File: config.mk
export PLATFORM = sky130hd
export DESIGN_NAME = fifo_rd_packer_flat
export DESIGN_NICKNAME = d
export VERILOG_FILES = /design/src/rtl/fifo_rd_packer_pkg.sv /design/src/rtl/fifo_rd_packer_if.sv /design/src/rtl/fifo_rd_packer_out_reg.sv /design/src/rtl/fifo_rd_packer.sv /design/src/flat_wrapper.sv
export SDC_FILE = /design/constraint.sdc
export NUM_CORES = 1
export LEC_CHECK = 0
export BUFFER_PORTS_ARGS = -buffer_cell sky130_fd_sc_hd__buf_2
export CAP_MARGIN = 10
export CORE_UTILIZATION = 55
export DETAILED_ROUTE_END_ITERATION = 16
export GPL_ROUTABILITY_DRIVEN = 0
export HOLD_SLACK_MARGIN = 0.06
export PLACE_DENSITY = 0.75
export RECOVER_POWER = 50
export SLEW_MARGIN = 5
export SYNTH_ARGS = -nofsm -noshare
export SYNTH_HDL_FRONTEND = slang
export SYNTH_SLANG_ARGS = --single-unit
File: constraint.sdc
create_clock -name rd_clk -period 3.2 [get_ports rd_clk]
set_input_delay 0.16 -clock rd_clk [delete_from_list [all_inputs] [get_ports rd_clk]]
set_output_delay 0.16 -clock rd_clk [all_outputs]
set_load 0.02 [all_outputs]
File: src/rtl/fifo_rd_packer_pkg.sv
// -----------------------------------------------------------------------------
// fifo_pkg
// Shared definitions for the FIFO read-side packer: the default FIFO word
// width, the default number of FIFO words packed per output word, the packer
// FSM state type and a helper that sizes the lane-count field.
// -----------------------------------------------------------------------------
package fifo_pkg;

   localparam int DATA_WIDTH   = 8;
   localparam int PACK_DEFAULT = 4;

   // FILL  : popping and accumulating FIFO words
   // FULL  : accumulator full, output register still occupied
   // FLUSH : partial word waiting to be emitted
   typedef enum logic [1:0] {
      FILL  = 2'd0,
      FULL  = 2'd1,
      FLUSH = 2'd2
   } packer_state_t;

   // Width of a field able to hold 0..pack.
   function automatic int count_width(input int pack);
      return $clog2(pack + 1);
   endfunction

endpackage

File: src/rtl/fifo_rd_packer_if.sv
// -----------------------------------------------------------------------------
// fifo_rd_packer_if
// Bundles the FIFO read port, the flush request and the packed output stream.
//   fifo_empty  FIFO empty flag               (FIFO   -> packer)
//   fifo_pop    pop request, one word/cycle   (packer -> FIFO)
//   fifo_data   read data, valid after a pop  (FIFO   -> packer)
//   flush       emit a partially filled word  (env    -> packer)
//   m_data      packed word, lane 0 in LSBs   (packer -> consumer)
//   m_count     valid lanes in m_data         (packer -> consumer)
//   m_valid     m_data/m_count valid          (packer -> consumer)
//   m_ready     consumer accept               (consumer -> packer)
// Modport master is the packer side, slave the environment side.
// -----------------------------------------------------------------------------
interface fifo_rd_packer_if #(
   parameter int DATA_WIDTH = fifo_pkg::DATA_WIDTH,
   parameter int PACK       = fifo_pkg::PACK_DEFAULT
);
   import fifo_pkg::*;

   localparam int CW = count_width(PACK);

   logic                       fifo_empty;
   logic                       fifo_pop;
   logic [DATA_WIDTH-1:0]      fifo_data;
   logic                       flush;
   logic [DATA_WIDTH*PACK-1:0] m_data;
   logic [CW-1:0]              m_count;
   logic                       m_valid;
   logic                       m_ready;

   modport master (
      input  fifo_empty, fifo_data, flush, m_ready,
      output fifo_pop, m_data, m_count, m_valid
   );

   modport slave (
      output fifo_empty, fifo_data, flush, m_ready,
      input  fifo_pop, m_data, m_count, m_valid
   );

endinterface

File: src/rtl/fifo_rd_packer_out_reg.sv
// -----------------------------------------------------------------------------
// packer_out_reg
// Output holding register with valid/ready handshake. A loaded word stays
// stable until accepted; the register counts as free in a cycle where it is
// empty or is being accepted, so words can follow back to back.
//   i_clk, i_rst_n  clock, asynchronous active-low reset
//   i_load          take i_data/i_count this edge (only when o_free)
//   i_data          packed word
//   i_count         valid lanes of i_data
//   i_ready         consumer accept
//   o_data/o_count  held word and lane count
//   o_valid         held word valid
//   o_free          register can take a new word this edge
// -----------------------------------------------------------------------------
module packer_out_reg #(
   parameter int DATA_W = 32,
   parameter int CNT_W  = 3
) (
   input  logic              i_clk,
   input  logic              i_rst_n,
   input  logic              i_load,
   input  logic [DATA_W-1:0] i_data,
   input  logic [CNT_W-1:0]  i_count,
   input  logic              i_ready,
   output logic [DATA_W-1:0] o_data,
   output logic [CNT_W-1:0]  o_count,
   output logic              o_valid,
   output logic              o_free
);

   logic [DATA_W-1:0] r_data;
   logic [CNT_W-1:0]  r_count;
   logic              r_valid;

   // NOTE: sequential state uses non-blocking assignments so every flop samples
   // pre-edge values regardless of block evaluation order.
   always_ff @(posedge i_clk or negedge i_rst_n) begin
      if (!i_rst_n) begin
         // NOTE: the data register is reset too, because m_data must read zero
         // during reset; plain data paths without that need are left unreset.
         r_data  <= '0;
         r_count <= '0;
         r_valid <= 1'b0;
      end else if (i_load) begin
         r_data  <= i_data;
         r_count <= i_count;
         r_valid <= 1'b1;
      end else if (r_valid && i_ready) begin
         r_valid <= 1'b0;
      end
   end

   assign o_data  = r_data;
   assign o_count = r_count;
   assign o_valid = r_valid;
   assign o_free  = !r_valid || i_ready;

endmodule

File: src/rtl/fifo_rd_packer.sv
// -----------------------------------------------------------------------------
// fifo_rd_packer
// Pops FIFO_WIDTH words from a FIFO read port and packs PACK of them (lane 0 =
// first word) into one output word, or fewer on a flush. PACK range is 2..8.
//   rd_clk  sole clock
//   rd_rst  asynchronous active-low reset, release synchronised internally
//   bus     fifo_rd_packer_if.master (FIFO read port, flush, packed output)
// -----------------------------------------------------------------------------
module fifo_rd_packer #(
   parameter int DATA_WIDTH = fifo_pkg::DATA_WIDTH,
   parameter int PACK       = fifo_pkg::PACK_DEFAULT
) (
   input  logic             rd_clk,
   input  logic             rd_rst,
   fifo_rd_packer_if.master bus
);
   import fifo_pkg::*;

   localparam int            OW     = DATA_WIDTH * PACK;
   localparam int            CW     = count_width(PACK);
   localparam logic [CW-1:0] PACK_C = CW'(PACK);
   localparam logic [CW-1:0] ONE_C  = CW'(1);

   // Reset asserts immediately and releases two rd_clk edges later.
   logic [1:0] r_rst_sync;
   logic       w_rst_n;

   always_ff @(posedge rd_clk or negedge rd_rst) begin
      if (!rd_rst) r_rst_sync <= 2'b00;
      else         r_rst_sync <= {r_rst_sync[0], 1'b1};
   end

   assign w_rst_n = r_rst_sync[1];

   // State FLUSH doubles as the flush-pending flag, so a repeated flush
   // cannot be queued twice.
   packer_state_t r_state;
   logic [CW-1:0] r_cnt;       // captured words in the accumulator
   logic          r_inflight;  // a pop was issued last cycle; data arrives now
   logic [OW-1:0] r_acc;

   logic [CW-1:0] w_cnt_cap;   // counter including this cycle's capture
   logic [OW-1:0] w_acc_cap;   // accumulator including this cycle's capture
   logic          w_full_cap;
   logic          w_out_free;
   logic          w_load;
   logic          w_pop;

   // NOTE: every always_comb output gets a default first, so no path can
   // leave it unassigned and infer a latch.
   always_comb begin
      w_acc_cap = r_acc;
      w_cnt_cap = r_cnt;
      if (r_inflight && (r_cnt != PACK_C)) begin
         for (int i = 0; i < PACK; i++) begin
            if (r_cnt == CW'(i)) w_acc_cap[i*DATA_WIDTH +: DATA_WIDTH] = bus.fifo_data;
         end
         w_cnt_cap = r_cnt + ONE_C;
      end
   end

   assign w_full_cap = (w_cnt_cap == PACK_C);

   // FILL emits when the capture completes a word; FULL and FLUSH emit as
   // soon as the output register frees up.
   assign w_load = w_out_free && ((r_state != FILL) || w_full_cap);

   // A pop is allowed while the post-capture occupancy leaves room; a word
   // that drains this edge leaves room, which keeps pops continuous.
   assign w_pop = w_rst_n && !bus.fifo_empty && !bus.flush &&
                  (r_state == FILL) && (!w_full_cap || w_out_free);

   assign bus.fifo_pop = w_pop;

   always_ff @(posedge rd_clk or negedge w_rst_n) begin
      if (!w_rst_n) begin
         r_state    <= FILL;
         r_cnt      <= '0;
         r_inflight <= 1'b0;
         r_acc      <= '0;
      end else begin
         r_inflight <= w_pop;
         // Clearing on emit keeps unused lanes of a later partial word zero.
         if (w_load) begin
            r_acc <= '0;
            r_cnt <= '0;
         end else begin
            r_acc <= w_acc_cap;
            r_cnt <= w_cnt_cap;
         end
         case (r_state)
            FILL: begin
               if (w_full_cap && !w_out_free)
                  r_state <= FULL;
               else if (bus.flush && !w_full_cap && (w_cnt_cap != '0))
                  r_state <= FLUSH;
            end
            FULL, FLUSH: begin
               if (w_out_free) r_state <= FILL;
            end
            default: r_state <= FILL;
         endcase
      end
   end

   packer_out_reg #(
      .DATA_W (OW),
      .CNT_W  (CW)
   ) u_out_reg (
      .i_clk   (rd_clk),
      .i_rst_n (w_rst_n),
      .i_load  (w_load),
      .i_data  (w_acc_cap),
      .i_count (w_cnt_cap),
      .i_ready (bus.m_ready),
      .o_data  (bus.m_data),
      .o_count (bus.m_count),
      .o_valid (bus.m_valid),
      .o_free  (w_out_free)
   );

endmodule

File: src/flat_wrapper.sv
// flat-port wrapper written by rule: the top's interface ports become plain ports
module fifo_rd_packer_flat import fifo_pkg::*;
#(
   parameter int DATA_WIDTH = fifo_pkg::DATA_WIDTH,
   parameter int PACK       = fifo_pkg::PACK_DEFAULT
)
  (rd_clk, rd_rst, bus_fifo_empty, bus_fifo_data, bus_flush, bus_m_ready, bus_fifo_pop, bus_m_data, bus_m_count, bus_m_valid);
  fifo_rd_packer_if #(.DATA_WIDTH(DATA_WIDTH), .PACK(PACK)) bus_i ();
  input  logic rd_clk;
  input  logic rd_rst;
  input wire logic [$bits(bus_i.fifo_empty)-1:0] bus_fifo_empty;
  input wire logic [$bits(bus_i.fifo_data)-1:0] bus_fifo_data;
  input wire logic [$bits(bus_i.flush)-1:0] bus_flush;
  input wire logic [$bits(bus_i.m_ready)-1:0] bus_m_ready;
  output wire logic [$bits(bus_i.fifo_pop)-1:0] bus_fifo_pop;
  output wire logic [$bits(bus_i.m_data)-1:0] bus_m_data;
  output wire logic [$bits(bus_i.m_count)-1:0] bus_m_count;
  output wire logic [$bits(bus_i.m_valid)-1:0] bus_m_valid;
  assign bus_i.fifo_empty = bus_fifo_empty;
  assign bus_i.fifo_data = bus_fifo_data;
  assign bus_i.flush = bus_flush;
  assign bus_i.m_ready = bus_m_ready;
  assign bus_fifo_pop = bus_i.fifo_pop;
  assign bus_m_data = bus_i.m_data;
  assign bus_m_count = bus_i.m_count;
  assign bus_m_valid = bus_i.m_valid;
  fifo_rd_packer #(.DATA_WIDTH(DATA_WIDTH), .PACK(PACK)) u_core (.rd_clk(rd_clk), .rd_rst(rd_rst), .bus(bus_i));
endmodule
-- Yosys cells after proc, flatten, opt, wreduce, memory -nomap -nowiden
Index checks and enable logic that the tools add are counted.
- flip-flop bits (word level): 76
- bits of input ports: 13
- output and inout bits: 37
- word-level logic and storage cells: 57
- add/sub/neg operators: 1
- equality and inequality tests: 9
- mux-type cells: 14
- reductions and logical operators: 25
- operators with widths (kind ; count):
    two-way mux 32 bit ; 2
    two-way mux 8 bit ; 4
    logical AND 1 bit ; 10
    equality test 3 x 2 -> 1 bit (second input constant) ; 2
    two-way mux 2 bit ; 3
    two-way mux 3 bit ; 2
    inequality test 3 bit (second input constant) ; 2
    zero test 1 bit ; 5
    one-hot mux 2 bit (2 select lines) ; 1
    nonzero test 2 bit ; 2
    adder 3 x 1 -> 3 bit (second input constant) ; 1
    equality test 3 x 1 -> 1 bit (second input constant) ; 1
    equality test 3 bit (second input constant) ; 1
    zero test 3 bit ; 1
    logical OR 1 bit ; 3
    nonzero test 3 bit ; 1
    equality test 2 x 1 -> 1 bit (second input constant) ; 1
    equality test 2 bit (second input constant) ; 1
    zero test 2 bit ; 1
    two-way mux 1 bit ; 2
    inequality test 2 x 1 -> 1 bit (second input constant) ; 1
    AND reduction 2 bit ; 1
    OR reduction 2 bit ; 1

-- Depth between registers and ports, before layout
- depth in word-level cells: 10
- mapped depth: 7
- mapped depth without buffers: 6

-- By module
A second synthesis with hierarchy kept.
- cell total of the unflattened synthesis: 234
- area total of the unflattened synthesis: 3473.3 µm²
- by module, submodules not included (module ; times used ; cells each ; area an instance (µm²) ; seq. area each (µm²)):
    fifo_rd_packer ; 1 ; 157 ; 1985.7 ; 1001.0
    packer_out_reg ; 1 ; 77 ; 1487.7 ; 900.9

-- Worst setup path after synthesis
No wires, ideal clock.
- kind: register to register
- from: register u_core.r_rst_sync[1]
- to: register u_core.r_inflight
- setup time: 210 ps
- arrival: 2807 ps
- data required time: 2990 ps
- path slack: 183 ps
- stages on the path, launching flop included: 2
- buffers on the path: 0
- clock period less this slack: 3017 ps
- cell sequence: dfrtp_1 -> nor4b_1
- word-level cells in the longest chain between the ends: 4
- ends and longest elaborated chain (what ; line ; RTL):
    start: declaration ; fifo_rd_packer.sv:25 ; logic [1:0] r_rst_sync;
    start signal: assignment ; fifo_rd_packer.sv:30 ; else r_rst_sync <= {r_rst_sync[0], 1'b1};
    logical AND 1 bit (3 in series) ; fifo_rd_packer.sv:70 ; assign w_pop = w_rst_n && !bus.fifo_empty && !bus.flush &&
    logical AND 1 bit ; fifo_rd_packer.sv:71 ; (r_state == FILL) && (!w_full_cap || w_out_free);
    named net bus_fifo_pop ; flat_wrapper.sv:15 ; output wire logic [$bits(bus_i.fifo_pop)-1:0] bus_fifo_pop;
    end signal: assignment ; fifo_rd_packer.sv:82 ; r_inflight <= w_pop;
    end: declaration ; fifo_rd_packer.sv:39 ; logic r_inflight;
The timed path passes the listed nets, and every way through them passes these cells.
A chain may end at the register's enable or synchronous reset.

-- Worst setup path after layout
- from: register u_core.r_cnt[0]
- to: output bus_fifo_pop
- word-level cells in the longest chain between the ends: 7
- elaborated cells between the ends (all ways): 8
- classes of those cells: add/sub: 1; eq/ne: 2; mux: 1; reduce/logical: 4
- ends and longest elaborated chain (what ; line ; RTL):
    start: declaration ; fifo_rd_packer.sv:38 ; logic [CW-1:0] r_cnt;
    start signal: assignment ; fifo_rd_packer.sv:89 ; r_cnt <= w_cnt_cap;
    parallel branches: the longest is 2 deep, another holds adder 3 x 1 -> 3 bit ; n/a ;
    two-way mux 3 bit * ; fifo_rd_packer.sv:54 ; if (r_inflight && (r_cnt != PACK_C)) begin
    equality test 3 bit * ; fifo_rd_packer.sv:62 ; assign w_full_cap = (w_cnt_cap == PACK_C);
    zero test 1 bit * ; fifo_rd_packer.sv:71 ;
    logical OR 1 bit * ; fifo_rd_packer.sv:71 ;
    logical AND 1 bit * ; fifo_rd_packer.sv:71 ;
    end: declaration ; flat_wrapper.sv:15 ;
Mark *: on every way between the ends.

==> results_dict.tcl <==
set metrics [dict create \
    outcome "finished, final reports clean" \
    cts.sinks 76 \
    start_util_pct 57.27 \
    worst_pin_slew_ns 1.153 \
    area.growth.synth_to_final_pct 16.25 \
    power_density_nw_per_um2 764.0 \
    stdcell_area_um2 3689 \
    skew_ns 0.006756 \
    syn_area_um2 3173 \
    netlist-cell-type-count 21 \
    max_freq_ghz 0.3842 \
    path_clk_slew_ns 0.07 \
    yosysWarnings 0 \
    period_needed_ns 2.603 \
    syn-instance-count 262 \
    grt_pass1_wl_um 9597 \
    min_period_over_period_pct 81.34 \
    syn_nets 281 \
    seq_area_frac_synth_pct 59.94 \
    die_w_um 77.96 \
    rsz0062_at_grt "no" \
    ys_async_sr_fraction_pct 100.0 \
    cts_resized 0 \
    hold_buffers 3 \
    viasPerCell 4.990 \
    post_cts_buffers 0 \
    io_pins 50 \
    drtIter0Drc 118 \
    cp_max_fo 6 \
    drive_gt1_share_pct 10.06 \
    gr-total-overflow 0 \
    cp-end-kind "output port" \
    power_switching_mw 0.9787 \
    peakVddDrop_mv 0.4702 \
    die_height_um 77.96 \
    dpl_cell_area_um2 3515 \
    power_frac_clock_pct 25.3 \
    antenna_cells 0 \
    slew_headroom_pct 23.13 \
    grt_use_total_pct 21.31 \
    p_leak_nw 1.967 \
    startpoint_type "flop" \
    cts_tree "done" \
    ys_ff_latch 76 \
    worstSetupPathType "flop to output port" \
    crit_required_ns 3.04 \
    vias 1996 \
    grt_pass1_vias 2022 \
    fin_nets 342 \
    min_path_type "input port to asynchronous set/reset pin" \
    synthFlopType "dfrtp_1" \
    numCtsBuffers 9 \
    drt_first_pass_iters 4 \
    crit_arrival_ns 2.44 \
    hold_viol 0 \
    drt_wl_total_um 5841 \
    power.share.sequential_pct 44.1 \
    route.detailed.drc 0 \
    ys_top_cells_by_area "dfrtp_1 (60%), mux2i_1 (21%), inv_1 (4.7%)" \
    maxCapViolations 0 \
    hpwl_um 3875 \
    clockBufferDepth 2 \
    multi_input_area_um2 1076 \
    core_um2 5540 \
    fillers 444 \
    synth_area_leader_cell "dfrtp_1" \
    slew_violations 0 \
    grt_max_degree 53 \
    wl_per_cell_um 14.60 \
    clock_latency_ns 0.34 \
    antenna_found_initial 0 \
    intPower_mw 1.839 \
    htreeDepth 3 \
    synth_top_area_share_pct 59.94 \
    p_sw_share_pct 34.73 \
    seq_area_um2 1902 \
    rows 27 \
    cts_root_buf "clkbuf_8" \
    dieArea_um2 6077 \
    final_antenna_net_count 0 \
    setup_tns_ns 0 \
    port_buffers 49 \
    syn-mean-instance-area_um2 12.11 \
    synth_edf_count 0 \
    setup_viol 0 \
    pwr-share-comb_pct 30.6 \
    ff2ff_path_depth 8 \
]
cells in the mapped netlist, types with 2 or more instances:
cell and count:
dfrtp_1 76, mux2i_1 68, inv_1 40, nor2_1 38, ha_1 6, nand2_1 6
buf_4 4, nor2b_1 4, a21oi_1 3, buf_2 3, nand2b_1 3, a31oi_1 2
sequential cells by signal, summed over array words and instances, names as in the netlist:
name                      cells
u_core.r_inflight             1
u_core.r_state                2
u_core.r_acc                 32
u_core.u_out_reg.o_valid      1
u_core.r_rst_sync             2
u_core.u_out_reg.o_count      3
u_core.u_out_reg.o_data      32
u_core.r_cnt                  3
worst max-delay path, stage by stage, from the launching register on:
cell and delay (ns):
dfrtp_1 0.44, inv_1 0.09, ha_1 0.24, a21boi_2 0.26, mux2i_1 0.22, buf_4 0.17
o31ai_1 0.10, nor4b_1 0.36, buf_2 0.23
per-layer routing:
layer	vias to the layer above	GRT usage (%)	routed length [um]
li1	966	-	-
met1	987	28.26	2792
met2	38	34.07	2792
met3	5	5.294	183
met4	0	7.963	72
met5	-	0	0
power groups by stage:
stage | registers [mW] | clock network [mW] | logic [mW]
after floorplan | 1.38 | 0 | 0.523
final | 1.24 | 0.714 | 0.863
after global placement | 1.25 | 0 | 0.872
after global routing | 1.26 | 0.774 | 0.944
after CTS | 1.24 | 0.733 | 0.902
after detailed placement | 1.26 | 0 | 0.892
final cells by class:
| cell class | count | area share [%] |
|---|---|---|
| Inverter | 40 | 4.071 |
| Multi-Input combinational cell | 139 | 29.17 |
| Clock buffer | 12 | 3.935 |
| Timing Repair Buffer | 57 | 7.497 |
| Tap cell | 72 | 2.442 |
| Sequential cell | 76 | 51.56 |
| Clock inverter | 4 | 1.323 |
per-stage QoR:
step | cells | utilization [%] | setup WS [ns] | hold slack, ns | total power, mW
finish | 400 | 66.58 | 0.5971 | 0.1396 | 2.818
global route | 400 | 66.58 | 0.4362 | 0.1240 | 2.981
CTS | 400 | 67.48 | 0.5922 | 0.1149 | 2.876
detailed placement | 381 | 63.44 | 0.9491 | -0.05302 | 2.150
global placement | 381 | 63.44 | 1.045 | -0.05503 | 2.123
floorplan | 262 | - | 0.1831 | -0.1356 | 1.907
placed cells by master, fill, tap and decap left out, drive strengths merged:
master       count
buf             16
o31ai            2
clkinv           3
nor4             1
conb             1
clkbuf          50
ha               6
bufinv           1
o211ai           1
a31oi            2
nor2            38
a211o            1
nand2            6
nor4b            1
xnor2            1
dlygate4sd3      3
dfrtp           76
inv             40
a21oi            3
a21boi           1
mux2i           68
nand2b           3
nor2b            4
path summary, 6_finish.rpt:
check	from	end	slack (ns)
min	rd_rst	u_core.r_rst_sync[0]	0.14
max	u_core.r_cnt[0]	bus_fifo_pop	0.60
max reg2reg	u_core.r_cnt[0]	u_core.r_inflight	0.66
max in group asynchronous	u_core.r_rst_sync[1]	u_core.u_out_reg.o_data[26]	1.04
min reg2reg	u_core.r_rst_sync[0]	u_core.r_rst_sync[1]	0.35
min in group rd_clk	bus_fifo_data[7]	u_core.r_acc[15]	0.14
cell families (layout without fill, tap and decap cells):
family	Yosys count	after routing	synth area share (%)
adder cells (fa/ha/maj)	6	6	2.366
other	1	1	0.1182
buffers and inverters	47	113	6.151
multiplexers	68	68	21.45
AO/OA/AOI/OAI	10	10	2.642
AND/OR/NAND/NOR	53	53	7.059
XOR/XNOR	1	1	0.2761
flip-flops	76	76	59.94
Power figures use the tool's default switching activity.
